--- config.mk ---
export PLATFORM = sky130hd
export DESIGN_NAME = decode_in_fetch_driver
export DESIGN_NICKNAME = d
export VERILOG_FILES = /design/src/rtl/decode_in_fetch_driver.sv
export SDC_FILE = /design/constraint.sdc
export NUM_CORES = 1
export LEC_CHECK = 0
export ABC_AREA = 1
export CAP_MARGIN = 20
export CORE_MARGIN = 2
export CORE_UTILIZATION = 48
export CTS_CLUSTER_SIZE = 25
export DETAILED_ROUTE_END_ITERATION = 10
export MAX_ROUTING_LAYER = met4
export PLACE_DENSITY_LB_ADDON = 0.12
export REMOVE_ABC_BUFFERS = 1
export SETUP_SLACK_MARGIN = 0.15
export SLEW_MARGIN = 20
export SYNTH_ARGS = -nofsm -noshare
export SYNTH_HDL_FRONTEND = slang
export SYNTH_SLANG_ARGS = --single-unit
--- constraint.sdc ---
create_clock -name clock -period 2.4 [get_ports clock]
set_clock_uncertainty 0.15 [all_clocks]
set_input_delay 0.36 -clock clock [delete_from_list [all_inputs] [get_ports clock]]
set_output_delay 0.36 -clock clock [all_outputs]
set_load 0.02 [all_outputs]
--- src/rtl/decode_in_fetch_driver.sv ---
// decode_in_fetch_driver: owns the fetch PC, buffers instruction words and issues them to decode
module decode_in_fetch_driver #(
  parameter int unsigned DEPTH    = 4,
  parameter logic [15:0] PC_RESET = 16'h3000,
  localparam int unsigned AW = $clog2(DEPTH),
  localparam int unsigned CW = $clog2(DEPTH + 1)
) (
  input  logic          clock,
  input  logic          reset,
  input  logic          instr_valid,
  input  logic [15:0]   instr_data,
  output logic          instr_ready,
  input  logic          stall,
  input  logic          br_taken,
  input  logic [15:0]   taddr,
  output logic          enable_decode,
  output logic [15:0]   npc_in,
  output logic [15:0]   instr_dout,
  output logic [15:0]   pc_out,
  output logic [CW-1:0] count
);
  typedef enum logic [1:0] {IDLE, RUN, FLUSH} state_t;
  state_t        state_q, state_d;
  logic [15:0]   buf_q [DEPTH];
  logic [AW-1:0] head_q, head_d, tail_q, tail_d;
  logic [CW-1:0] count_q, count_d;
  logic [15:0]   pc_q, pc_d, npc_q, npc_d, dout_q, dout_d;
  logic          en_q, en_d;
  logic          push, issue, redirect;
  assign instr_ready = (state_q != FLUSH) && (count_q < CW'(DEPTH));
  assign redirect    = br_taken && (state_q != IDLE);
  // a redirect drops any word offered in the same cycle
  assign push        = instr_valid && instr_ready && !redirect;
  assign issue       = (state_q == RUN) && !br_taken && !stall && (count_q != '0);
  always_comb begin
    state_d = redirect ? FLUSH : RUN;
    head_d  = redirect ? '0 : head_q + AW'(issue);
    tail_d  = redirect ? '0 : tail_q + AW'(push);
    count_d = redirect ? '0 : count_q + CW'(push) - CW'(issue);
    pc_d    = redirect ? taddr : issue ? pc_q + 16'd1 : pc_q;
    npc_d   = issue ? pc_q + 16'd1 : npc_q;
    dout_d  = issue ? buf_q[head_q] : dout_q;
    en_d    = issue;
  end
  always_ff @(posedge clock or negedge reset) begin
    if (!reset) begin
      state_q <= IDLE;
      head_q  <= '0;
      tail_q  <= '0;
      count_q <= '0;
      pc_q    <= PC_RESET;
      npc_q   <= '0;
      dout_q  <= '0;
      en_q    <= 1'b0;
    end else begin
      state_q <= state_d;
      head_q  <= head_d;
      tail_q  <= tail_d;
      count_q <= count_d;
      pc_q    <= pc_d;
      npc_q   <= npc_d;
      dout_q  <= dout_d;
      en_q    <= en_d;
    end
  end
  always_ff @(posedge clock) begin
    if (push) buf_q[tail_q] <= instr_data;
  end
  assign enable_decode = en_q;
  assign npc_in        = npc_q;
  assign instr_dout    = dout_q;
  assign pc_out        = pc_q;
  assign count         = count_q;
endmodule

---- Word level (Yosys, flattened, before mapping) ----
Memory sizes are Yosys's and may differ from the RTL's. A register that Yosys moved wholly into a read port is not among the register bits.
Index checks and enable logic that the tools add are counted.
operators by class
  $add $sub $neg .......................... 5
  equality and inequality tests ........... 2
  reduce and logical (&&, ||, !) cells .... 14
  order comparisons ....................... 1
  muxes and demuxes ....................... 8
operators by type and width
  operator               number
  $mux 16                2
  $add 16x1->16 const B  1
  $logic_and 1x1->1      7
  $mux 2                 3
  $add 2x1->2            2
  $logic_not 1->1        4
  $reduce_bool 2->1      2
  $add 3x1->3            1
  $lt 3x3->1 const B     1
  $mux 3                 1
  $reduce_bool 3->1      1
  $sub 3x1->3            1
  $eq 2x1->1 const B     1
  $mux 1                 2
  $ne 2x2->1 const B     1
storage, ports and cells
  register bits after elaboration ......... 42
  input port bits ......................... 37
  bits in writable memories ............... 64
  word-level logic and storage cells ...... 38
  memories kept ........................... 1
  output and inout bits ................... 53
memories
  name   depth  bits a word  rd ports  clocked after memory_dff  wr ports  RTL line  source
  buf_q  4      16           1         1                         1         24        logic [15:0] buf_q [DEPTH];

---- Longest topological paths before layout ----
  depth after elaboration ................. 7
  gate-level depth with buffers ........... 12
  gate-level depth less buffers ........... 11

---- Least setup slack after synthesis ----
OpenSTA, ideal clock, no wires.
  path type ............................... reg-to-reg
  from .................................... register count_q[2], in the netlist count[2]
  to ...................................... memory buf_q[0][0] (enable)
  setup time .............................. 0.409 ns
  cell stages (with the launch flop) ...... 4
  setup slack ............................. -0.439 ns
  required time ........................... 1.841 ns
  buffers on the path ..................... 0
  period minus slack after synthesis ...... 2.839 ns
  data arrival time ....................... 2.280 ns
  cell sequence ........................... dfrtp_1 > a21oi_1 > nand3_2 > nor3_1
on the way
  word-level cells in the longest chain between the ends .. 6
RTL lines
  element                         RTL line  source
  start, declared                 26        logic [CW-1:0] count_q, count_d;
  start signal, assigned          59        count_q <= count_d;
  $lt 3x3->1                      30        assign instr_ready = (state_q != FLUSH) && (count_q < CW'(DEPTH));
  $logic_and 1x1->1               30
  named net instr_ready           12        output logic instr_ready,
  $logic_and 1x1->1 (2 in a row)  33        assign push = instr_valid && instr_ready && !redirect;
  $mux 1                          67        if (push) buf_q[tail_q] <= instr_data;
  $mux 1 (not written as such)    67
  end, declared                   24
The timed path passes the listed nets, and every way through them passes these cells.

---- Worst setup path after layout ----
  from .................................... register pc_q[8], in the netlist pc_out[8]
  to ...................................... output pc_out[8]
RTL lines
  element                 RTL line  source
  start, declared         27        logic [15:0] pc_q, pc_d, npc_q, npc_d, dout_q, dout_d;
  start signal, assigned  60        pc_q <= pc_d;
  end, declared           19        output logic [15:0] pc_out,
No word-level cell between the ends.

==> impl_metrics.prom <==
# TYPE chip_impl_metric gauge
chip_impl_metric{name="syn_area",unit="um2"} 5290
chip_impl_metric{name="floorplan.die.width",unit="um"} 109
chip_impl_metric{name="avgViaCountPerCell",unit=""} 5.01
chip_impl_info{name="criticalPathCategory",value="reg -> out"} 1
chip_impl_metric{name="synth_edf_count",unit=""} 64
chip_impl_info{name="setup.worst_path.end",value="pc_out[8]"} 1
chip_impl_metric{name="initial_cell_density_of_the_core",unit="%"} 49.0
chip_impl_metric{name="boundaryPins",unit=""} 90
chip_impl_metric{name="detail_route.wl_per_cell",unit="um"} 14.6
chip_impl_metric{name="cp_data_required_time",unit="ps"} 1890
chip_impl_info{name="path_cells",value="clkdlybuf4s50_1"} 1
chip_impl_metric{name="post_synth_mux_area_share",unit="%"} 0
chip_impl_metric{name="min_period_over_period",unit="%"} 89.3
chip_impl_metric{name="power_density",unit="nW/um2"} 1070
chip_impl_metric{name="clkSinkCount",unit=""} 122
chip_impl_info{name="reg_to_reg_critical_path_endpoint",value="count[1]"} 1
chip_impl_info{name="critical_path.endpoint_type",value="primary output"} 1
chip_impl_metric{name="fillerInstances",unit=""} 869
chip_impl_metric{name="max-vdd-ir-drop",unit="V"} 0.000656
chip_impl_metric{name="global_route.usage.total",unit="%"} 21.0
chip_impl_metric{name="cts_made_buffers",unit=""} 17
chip_impl_info{name="cpMaxStageDelayCell",value="clkdlybuf4s50_1"} 1
chip_impl_info{name="min-delay-path-class",value="in -> async"} 1
chip_impl_metric{name="insertedDiodeCount",unit=""} 0
chip_impl_metric{name="grt_pass1_wl",unit="mm"} 18.2
chip_impl_metric{name="r2r_slack",unit="ps"} 290
chip_impl_metric{name="drc",unit=""} 0
chip_impl_metric{name="synth_cell_types",unit=""} 31
chip_impl_metric{name="vertical_die_dimension",unit="um"} 109
chip_impl_metric{name="critical_path_buf_inv_count",unit=""} 1
chip_impl_metric{name="yosys_register_bits",unit=""} 122
chip_impl_metric{name="setup_violations",unit=""} 0
chip_impl_metric{name="overflow",unit=""} 0
chip_impl_metric{name="whs",unit="ps"} 246
chip_impl_metric{name="vias_in_the_first_global_route",unit=""} 3726
chip_impl_info{name="cts_tree",value="built"} 1
chip_impl_metric{name="worst_path_largest_cell_delay",unit="ps"} 650
chip_impl_info{name="ys_top_cells_by_count",value="155 x nand2_1, 65 x inv_1, 64 x edfxtp_1"} 1
chip_impl_info{name="cp-start-kind",value="flop"} 1
chip_impl_metric{name="synth_sequential_area_ratio",unit="%"} 63.9
chip_impl_metric{name="grt_start_max_net_pins",unit=""} 59
chip_impl_info{name="timing.critical_path.from",value="pc_out[8]"} 1
chip_impl_metric{name="antenna_violating_nets_post_route",unit=""} 0
chip_impl_metric{name="finalCriticalPeriod",unit="ps"} 2140
chip_impl_metric{name="synth_xor_xnor_area_share",unit="%"} 0.994
chip_impl_metric{name="synthCells",unit=""} 517
chip_impl_metric{name="synth_largest_type_area_fraction",unit="%"} 36.4
chip_impl_metric{name="clock_path_buffers",unit=""} 2
chip_impl_metric{name="nets",unit=""} 663
chip_impl_metric{name="path_max_fanout",unit=""} 7
chip_impl_info{name="synth_ff_type",value="edfxtp_1"} 1
chip_impl_info{name="cell_family_with_most_cp_delay",value="buffers and inverters"} 1
chip_impl_metric{name="transition_at_the_pin_with_the_smallest_max_transition_slack",unit="ps"} 554
chip_impl_metric{name="vias",unit=""} 3875
chip_impl_metric{name="flow.area_growth_from_synthesis",unit="%"} 33.3
chip_impl_metric{name="fmax",unit="GHz"} 0.467
chip_impl_metric{name="share_of_flip_flops_with_an_asynchronous_set_or_reset",unit="%"} 47.5
chip_impl_metric{name="power.static_leakage",unit="nW"} 3.09
chip_impl_metric{name="antenna_violations_before_repair",unit=""} 0
chip_impl_metric{name="synth_area_per_cell",unit="um2"} 10.2
chip_impl_metric{name="number_of_placement_rows",unit=""} 38
chip_impl_info{name="rr_startpoint",value="count[1]"} 1
chip_impl_metric{name="worstSetupPathDepth",unit=""} 1
chip_impl_info{name="main_combinational_cell_family_by_area_after_synthesis",value="simple AND/OR/NAND/NOR gates"} 1
chip_impl_metric{name="share_of_layout_cells_above_drive_strength_1",unit="%"} 12.0
chip_impl_metric{name="post_synth_and_or_nand_nor_area_fraction",unit="%"} 19.9
chip_impl_metric{name="p_total",unit="mW"} 7.55
chip_impl_metric{name="drv_slew",unit=""} 0
chip_impl_metric{name="max_cap_violations",unit=""} 0
chip_impl_metric{name="clkSlewWorstSetupHoldPaths",unit="ps"} 60
chip_impl_metric{name="yosys.area_share.adder",unit="%"} 1.56
chip_impl_metric{name="worst_skew_pair.late_latency",unit="ps"} 500
chip_impl_metric{name="max_slew_margin_vs_limit",unit="%"} 63.0
chip_impl_info{name="synth_top_cells_by_area",value="edfxtp_1 36%, dfrtp_1 27%, nand2_1 11%, inv_1 4.6%, nand3_1 4.0%"} 1
chip_impl_metric{name="cts_htree_levels",unit=""} 4
chip_impl_metric{name="floorplan.core_area",unit="um2"} 10800
chip_impl_metric{name="synth_compound_gate_area_share",unit="%"} 6.27
chip_impl_metric{name="route.final.wire_length",unit="mm"} 11.3
chip_impl_metric{name="rr_worst_depth",unit=""} 10
chip_impl_metric{name="io_buffers",unit=""} 89
chip_impl_info{name="grt_setup_unrepaired",value="false"} 1
chip_impl_metric{name="gp_routability_congestion",unit=""} 0.799
chip_impl_metric{name="timing_hold_violations_final",unit=""} 0
chip_impl_info{name="post-synth-top-count-cell",value="nand2_1"} 1
chip_impl_metric{name="fp.dieArea",unit="um2"} 11900
chip_impl_info{name="area_leader_netlist",value="edfxtp_1"} 1
chip_impl_metric{name="synthesis.yosys.warnings",unit=""} 0
chip_impl_metric{name="dp.final_hpwl",unit="mm"} 6.91
chip_impl_metric{name="number_of_iterations_in_the_first_detailed_routing_pass",unit=""} 4
chip_impl_info{name="clk_root_buffer_cell",value="clkbuf_8"} 1
chip_impl_info{name="run_status",value="complete, no violations"} 1
chip_impl_metric{name="drt_iter0_markers",unit=""} 205
chip_impl_metric{name="critical_path_arrival",unit="ps"} 1630
-- kinds of logic after synthesis --
kind of cell / Yosys count
AO/OA/AOI/OAI: 55
flip-flops: 122
buffers and inverters: 88
XOR/XNOR: 6
adder cells (fa/ha/maj): 6
AND/OR/NAND/NOR: 240
-- flip-flops by register name (all words and copies together) (netlist names) --
register,flops
buf_q,64
tail_q,2
state_q,2
count,3
enable_decode,1
instr_dout,16
npc_in,16
pc_out,16
head_q,2
-- metrics by stage --
step           cells  instance area, um2  setup WS, ps  TNS [ps]  utilization [%]
6_report         773                7050           258         0             65.3
5_1_grt          773                7050           177         0             65.3
4_1_cts          772                7020           166         0             65.0
3_5_place_dp     739                6400         -63.1     -71.0             59.3
3_3_place_gp     739                6400         -37.0     -37.0             59.3
2_1_floorplan    497                5160          -439    -28830                -
-- cell usage in the layout, fill, tap and decap left out, drive strengths merged --
master and n:
buf 15, o211ai 16, dfstp 2, dlygate4sd2 1
clkdlybuf4s50 85, a21oi 18, dfrtp 56, or2 1
ha 5, o21bai 2, dlygate4sd3 1, nor2 23
dlymetal6s2s 2, nand2 155, o21ai 19, clkbuf 18
nand3 52, xnor2 4, and3 1, nor3 6
bufinv 4, fa 1, clkinv 8, nand4 2
edfxtp 64, xor2 2, inv 70
-- cell type report --
| type | count | area (um2) | area share, % |
|---|---|---|---|
| multi-input cells | 307 | 1550 | 22.0 |
| well taps | 140 | 175 | 2.49 |
| repair buffers | 104 | 1070 | 15.1 |
| clock buffers | 18 | 418 | 5.93 |
| flip-flops and latches | 122 | 3380 | 47.9 |
| clock inverters | 14 | 195 | 2.77 |
| inverters | 68 | 263 | 3.73 |
-- worst min-delay path by stage --
stage	to	depth (start not counted)	slack, ps
finish	npc_in[1]	3	250
floorplan	count[0]	0	-90
CTS	npc_in[1]	3	240
detailed placement	npc_in[1]	2	240
global placement	npc_in[0]	2	240
global route	npc_in[1]	3	270
-- report_power, final --
group          internal (mW)  switching [mW]
sequential              2.62           0.307
clock                   1.69           0.929
combinational          0.922            1.08
total                   5.24            2.32
-- per-layer routing --
metal | global-route usage, % | wire (um) | vias to the layer above
li1 | - | - | 1902
met1 | 25.9 | 4960 | 1863
met2 | 35.1 | 5720 | 104
met3 | 4.60 | 531 | 6
met4 | 5.49 | 65 | 0
met5 | - | 0 | -
-- timing repair --
| item | CTS | global route |
|---|---|---|
| hold endpoints to repair | 58 | 0 |
| setup endpoints to repair | 1 | 3 |
| pin swaps | 0 | 1 |
| buffers inserted | 0 | 1 |
| gates resized for setup | 1 | 7 |
| hold buffers | 1 | 0 |
No activity file was read; power rests on OpenSTA's default activity.
